===== config.mk =====
export PLATFORM = sky130hd
export DESIGN_NAME = bitlogic_arbiter
export DESIGN_NICKNAME = d
export VERILOG_FILES = /design/src/rtl/bitlogic_arbiter.sv
export SDC_FILE = /design/constraint.sdc
export NUM_CORES = 1
export LEC_CHECK = 0
export CAP_MARGIN = 20
export CORE_UTILIZATION = 35
export CTS_CLUSTER_DIAMETER = 120
export DETAILED_ROUTE_END_ITERATION = 12
export PLACE_DENSITY = 0.61
export SLEW_MARGIN = 20
export SYNTH_ARGS = -nofsm -noshare
export SYNTH_HDL_FRONTEND = slang
export SYNTH_SLANG_ARGS = --single-unit

===== constraint.sdc =====
create_clock -name clk -period 2.4 [get_ports clk]
set_input_delay 0.6 -clock clk [delete_from_list [all_inputs] [get_ports clk]]
set_output_delay 0.6 -clock clk [all_outputs]
set_load 0.02 [all_outputs]

===== src/rtl/bitlogic_arbiter.sv =====
// bitlogic_arbiter
//   Round-robin arbiter that shares one n-bit bitwise logic stage
//   (NAND/AND/OR/XOR) between two requesters, A and B.
//   Each accepted operation walks IDLE -> EXEC -> DONE.
//   The winner's opcode and operands are captured at the grant edge.
//   The result is computed from those captured values in EXEC.
//   It is visible from DONE onward and holds until the next DONE.
//
//   Optional feature: define BITLOGIC_OPCNT_EN to add op_count[15:0].
//   op_count is a saturating count of completed operations.
//
// Ports
//   clk            system clock, rising edge
//   rst            synchronous reset, active high
//   req_a/req_b    level requests, held by each requester until its done
//   op_a/op_b      opcode: 00 NAND, 01 AND, 10 OR, 11 XOR
//   x_a,y_a/x_b,y_b  operands, n bits each
//   gnt_a/gnt_b    owner of the unit, high in EXEC and DONE
//   done_a/done_b  one-cycle pulse in DONE; result valid for that owner
//   result         registered result
//   busy           state is not IDLE
//   op_count       (BITLOGIC_OPCNT_EN only) completed-operation count
//
// State table
//   state | meaning
//   IDLE  | sample requests; grant the winner and capture its operands
//   EXEC  | compute result from the captured operands; requests ignored
//   DONE  | pulse done to the owner; hand priority to the other side

module bitlogic_arbiter #(
  parameter int n = 4
) (
  input  logic         clk,
  input  logic         rst,
  input  logic         req_a,
  input  logic [1:0]   op_a,
  input  logic [n-1:0] x_a,
  input  logic [n-1:0] y_a,
  input  logic         req_b,
  input  logic [1:0]   op_b,
  input  logic [n-1:0] x_b,
  input  logic [n-1:0] y_b,
  output logic         gnt_a,
  output logic         gnt_b,
  output logic         done_a,
  output logic         done_b,
  output logic [n-1:0] result,
  output logic         busy
`ifdef BITLOGIC_OPCNT_EN
  ,
  output logic [15:0]  op_count
`endif
);

  typedef enum logic [1:0] {
    ST_IDLE = 2'd0,
    ST_EXEC = 2'd1,
    ST_DONE = 2'd2
  } state_t;

  // owner/priority encoding: 0 = requester A, 1 = requester B
  localparam logic SIDE_A = 1'b0;
  localparam logic SIDE_B = 1'b1;

  state_t         state, state_nxt;
  logic           owner, owner_nxt;
  logic           prio, prio_nxt;
  logic           sel_b;
  logic           cap_en;
  logic [1:0]     op_q;
  logic [n-1:0]   x_q;
  logic [n-1:0]   y_q;
  logic [1:0]     cap_op;
  logic [n-1:0]   cap_x;
  logic [n-1:0]   cap_y;
  logic [n-1:0]   result_q;

  function automatic logic [n-1:0] logic_fn(
    input logic [1:0]   op,
    input logic [n-1:0] x,
    input logic [n-1:0] y
  );
    logic [n-1:0] r;
    case (op)
      2'b00:   r = ~(x & y);
      2'b01:   r = x & y;
      2'b10:   r = x | y;
      default: r = x ^ y;
    endcase
    return r;
  endfunction

  always_comb begin
    state_nxt = state;
    owner_nxt = owner;
    prio_nxt  = prio;
    sel_b     = 1'b0;
    cap_en    = 1'b0;
    case (state)
      ST_IDLE: begin
        if (req_a || req_b) begin
          // a lone requester always wins; a tie goes to the priority holder
          sel_b     = (req_a && req_b) ? (prio == SIDE_B) : req_b;
          owner_nxt = sel_b;
          cap_en    = 1'b1;
          state_nxt = ST_EXEC;
        end
      end
      ST_EXEC: begin
        state_nxt = ST_DONE;
      end
      ST_DONE: begin
        prio_nxt  = ~owner;
        state_nxt = ST_IDLE;
      end
      default: begin
        state_nxt = ST_IDLE;
      end
    endcase
  end

  assign cap_op = sel_b ? op_b : op_a;
  assign cap_x  = sel_b ? x_b  : x_a;
  assign cap_y  = sel_b ? y_b  : y_a;

  always_ff @(posedge clk) begin
    if (rst) begin
      state    <= ST_IDLE;
      owner    <= SIDE_A;
      prio     <= SIDE_A;
      op_q     <= 2'b00;
      x_q      <= '0;
      y_q      <= '0;
      result_q <= '0;
    end else begin
      state <= state_nxt;
      owner <= owner_nxt;
      prio  <= prio_nxt;
      if (cap_en) begin
        op_q <= cap_op;
        x_q  <= cap_x;
        y_q  <= cap_y;
      end
      if (state == ST_EXEC) begin
        result_q <= logic_fn(op_q, x_q, y_q);
      end
    end
  end

  // Grants and done pulses decode straight from registered state.
  // That makes them glitch-free, and they drop on the same edge as a reset.
  assign busy   = (state != ST_IDLE);
  assign gnt_a  = busy && (owner == SIDE_A);
  assign gnt_b  = busy && (owner == SIDE_B);
  assign done_a = (state == ST_DONE) && (owner == SIDE_A);
  assign done_b = (state == ST_DONE) && (owner == SIDE_B);
  assign result = result_q;

`ifdef BITLOGIC_OPCNT_EN
  logic [15:0] op_cnt_q;

  // Counted on the edge that leaves DONE.
  // An operation aborted by reset never gets there, so it is never counted.
  always_ff @(posedge clk) begin
    if (rst) begin
      op_cnt_q <= 16'd0;
    end else if ((state == ST_DONE) && (op_cnt_q != 16'hFFFF)) begin
      op_cnt_q <= op_cnt_q + 16'd1;
    end
  end

  assign op_count = op_cnt_q;
`endif

endmodule


==> metrics.yaml <==
outcome: "finished clean"
hold_viol: 0
viasPerCell: 4.83
cell_internal_pwr_uw: 517
synth_compound_area_share_pct: 27.6
die_y_um: 58.5
cts_sinks: 18
critical-path-top-delay-family: "buffers and inverters"
power_density_nw_per_um2: 502
post_drt_wl_per_cell_um: 12.3
fin_total_pwr_uw: 751
yosys.area_share.simple_pct: 19.7
required_ns: 1.80
p_comb_share_pct: 33.7
cts_root_buf: "clkbuf_4"
synthTopCellsByArea: "dfxtp_1, o32ai_2, ha_1, and3b_1, a31oi_1"
setup_tns_ns: 0
drc: 0
clk_latency_ns: 0.28
final_common_cell: "clkdlybuf4s50_1"
antenna_found_initial: 0
post-cts-setup-buffers: 0
yosys_register_bits: 18
crit_chain: "nor2_4 > buf_4 > nor2_1 > clkdlybuf4s50_1"
drv_slew: 0
max-vdd-ir-drop_v: 0.000206
grt_pass1_wl_um: 3990
holdBufCountCts: 0
nets: 182
io-pin-count: 33
syn-num-nets: 151
worst_pin_slew_ns: 0.667
critPathKind: "flip-flop to output port"
start_kind: "flip-flop"
synthFlopType: "dfxtp_1"
cap_violations: 0
setup_viol: 0
yosysTopAreaCell: "dfxtp_1"
dp_hpwl_um: 1850
firstDrtPassIters: 4
postSynthCellCount: 119
skew_ns: 0.00711
relSlewSlack_pct: 55.5
cpMaxStageDelayCell: "clkdlybuf4s50_1"
clk_pin_slew_worst_paths_ns: 0.10
layout_common_cells: "clkdlybuf4s50_1, dfxtp_1, inv_1, and3b_1, a31oi_1"
critPathMaxStageDelay_ns: 0.61
yosysWarningCount: 0
port_buffers: 32
area_delta_synth_final_pct: 33.9
avgSynthCellArea_um2: 9.40
place.gp.congestion: 0.738
synth_top_family_by_area: "compound AO/OA/AOI/OAI gates"
synth.mux.area_fraction_pct: 0
drtAntennaViolNets: 0
hold_class: "flip-flop to flip-flop"
fill_cells: 319
path_max_fanout: 12
seq_area_frac_synth_pct: 32.2
synth_xor_area_share_pct: 3.13
cts_tree: "built"
overflow: 0
pwr-share-seq_pct: 46.8
fp.dieW_um: 58.5
start_util_pct: 36.6
via_count: 927
grt_usage_pct: 15.0
switchingPower_uw: 234
p_clk_share_pct: 19.5
routed_wl_um: 2350
cp_data_arrival_time_ns: 1.68
htreeDepth: 1
cts_buffers: 3
grt_max_degree: 22
rsz0062_at_grt: "no"
ys_types: 27
final_layout_size_suffix_gt1_share_pct: 12.8
ctsResizeCount: 0
fin_crit_sh_pct: 95.1
cts_buffer_depth: 2
synth_edf_count: 0
drt_iter0_drc: 24
critPathBufInv: 2
die_area_um2: 3430
synthAdderAreaFrac_pct: 8.95
fp-row-count: 20
antennaDiodeCount: 0
synth_area_um2: 1120
critPathCaptureType: "output port"
async_flop_share_pct: 0
switching_share_pct: 31.1
grt_pass1_vias: 935
fmax_ghz: 0.438
synth_top_area_share_pct: 32.2
finalCriticalPeriod_ns: 2.28
coreArea_um2: 3050
p_leak_nw: 0.615
## layer usage
| metal | vias to the layer above | routed length, um | track usage [%] |
|---|---|---|---|
| met5 | - | 0 | 0 |
| met1 | 427 | 1150 | 18.5 |
| met3 | 2 | 40 | 1.32 |
| met2 | 11 | 1140 | 26.9 |
| li1 | 487 | - | - |
| met4 | 0 | 27 | 5.78 |
## sequential cells by signal, indices dropped and copies added (netlist names)
register  cells
prio          1
op_q          2
x_q           4
state         2
owner         1
result        4
y_q           4
## cell families after synthesis
logic type | after synthesis
buffers and inverters | 23
DFF | 18
adders and majority gates | 8
AOI/OAI and AO/OA | 32
and+or+nand+nor | 34
xor gates and xnor gates | 4
## tightest hold or removal path, delay by kind of cell (launching register included)
| kind | cells | cell delay [ns] |
|---|---|---|
| and+or+nand+nor | 1 | 0.09 |
| AOI/OAI and AO/OA | 1 | 0.05 |
| DFF | 1 | 0.32 |
## power by group through the flow
stage	Clock (mW)	Combinational (mW)	Sequential (mW)
2_1_floorplan	0	0.161	0.359
3_3_place_gp	0	0.253	0.358
3_5_place_dp	0	0.256	0.359
4_1_cts	0.153	0.258	0.352
5_1_grt	0.163	0.279	0.357
6_report	0.146	0.253	0.352
## Yosys cell counts (2+ instances only)
library cell  number
dfxtp_1           18
inv_1             13
a31oi_1           10
and3b_1           10
o32ai_2            9
clkbuf_1           8
ha_1               8
nor2_1             6
nand2b_1           5
a311oi_1           4
nand2_1            4
o211ai_1           4
xnor2_1            4
a21oi_1            2
nor3_1             2
## final cells by class
class                   count  area, um^2  share of cell area, %
multi-input cells          78         664                   44.4
flip-flops and latches     18         360                   24.1
repair buffers             35         343                   22.9
well taps                  44        55.1                   3.68
inverters                  14        52.6                   3.51
clock buffers               3        22.5                   1.50
## worst paths after layout
| path | from | end | slack, ns | cells past startpoint |
|---|---|---|---|---|
| setup reg to reg | state[1] | op_q[1] | 0.94 | 4 |
| hold reg to reg | result[0] | result[0] | 0.51 | 2 |
| setup / recovery | state[1] | gnt_a | 0.12 | 4 |
| hold / removal | result[0] | result[0] | 0.51 | 2 |
## stage by stage
| stage | worst slack [ns] | util, % | cell area (um^2) | cells | hold WS, ns |
|---|---|---|---|---|---|
| floorplan | 0.778 | - | 1120 | 119 | 0.475 |
| global placement | 0.278 | 48.3 | 1480 | 189 | 0.493 |
| detailed placement | 0.249 | 48.3 | 1480 | 189 | 0.500 |
| CTS | 0.103 | 49.1 | 1500 | 192 | 0.519 |
| global route | 0.0228 | 49.1 | 1500 | 192 | 0.544 |
| finish | 0.118 | 49.1 | 1500 | 192 | 0.509 |
No activity file was read; power rests on OpenSTA's default activity.
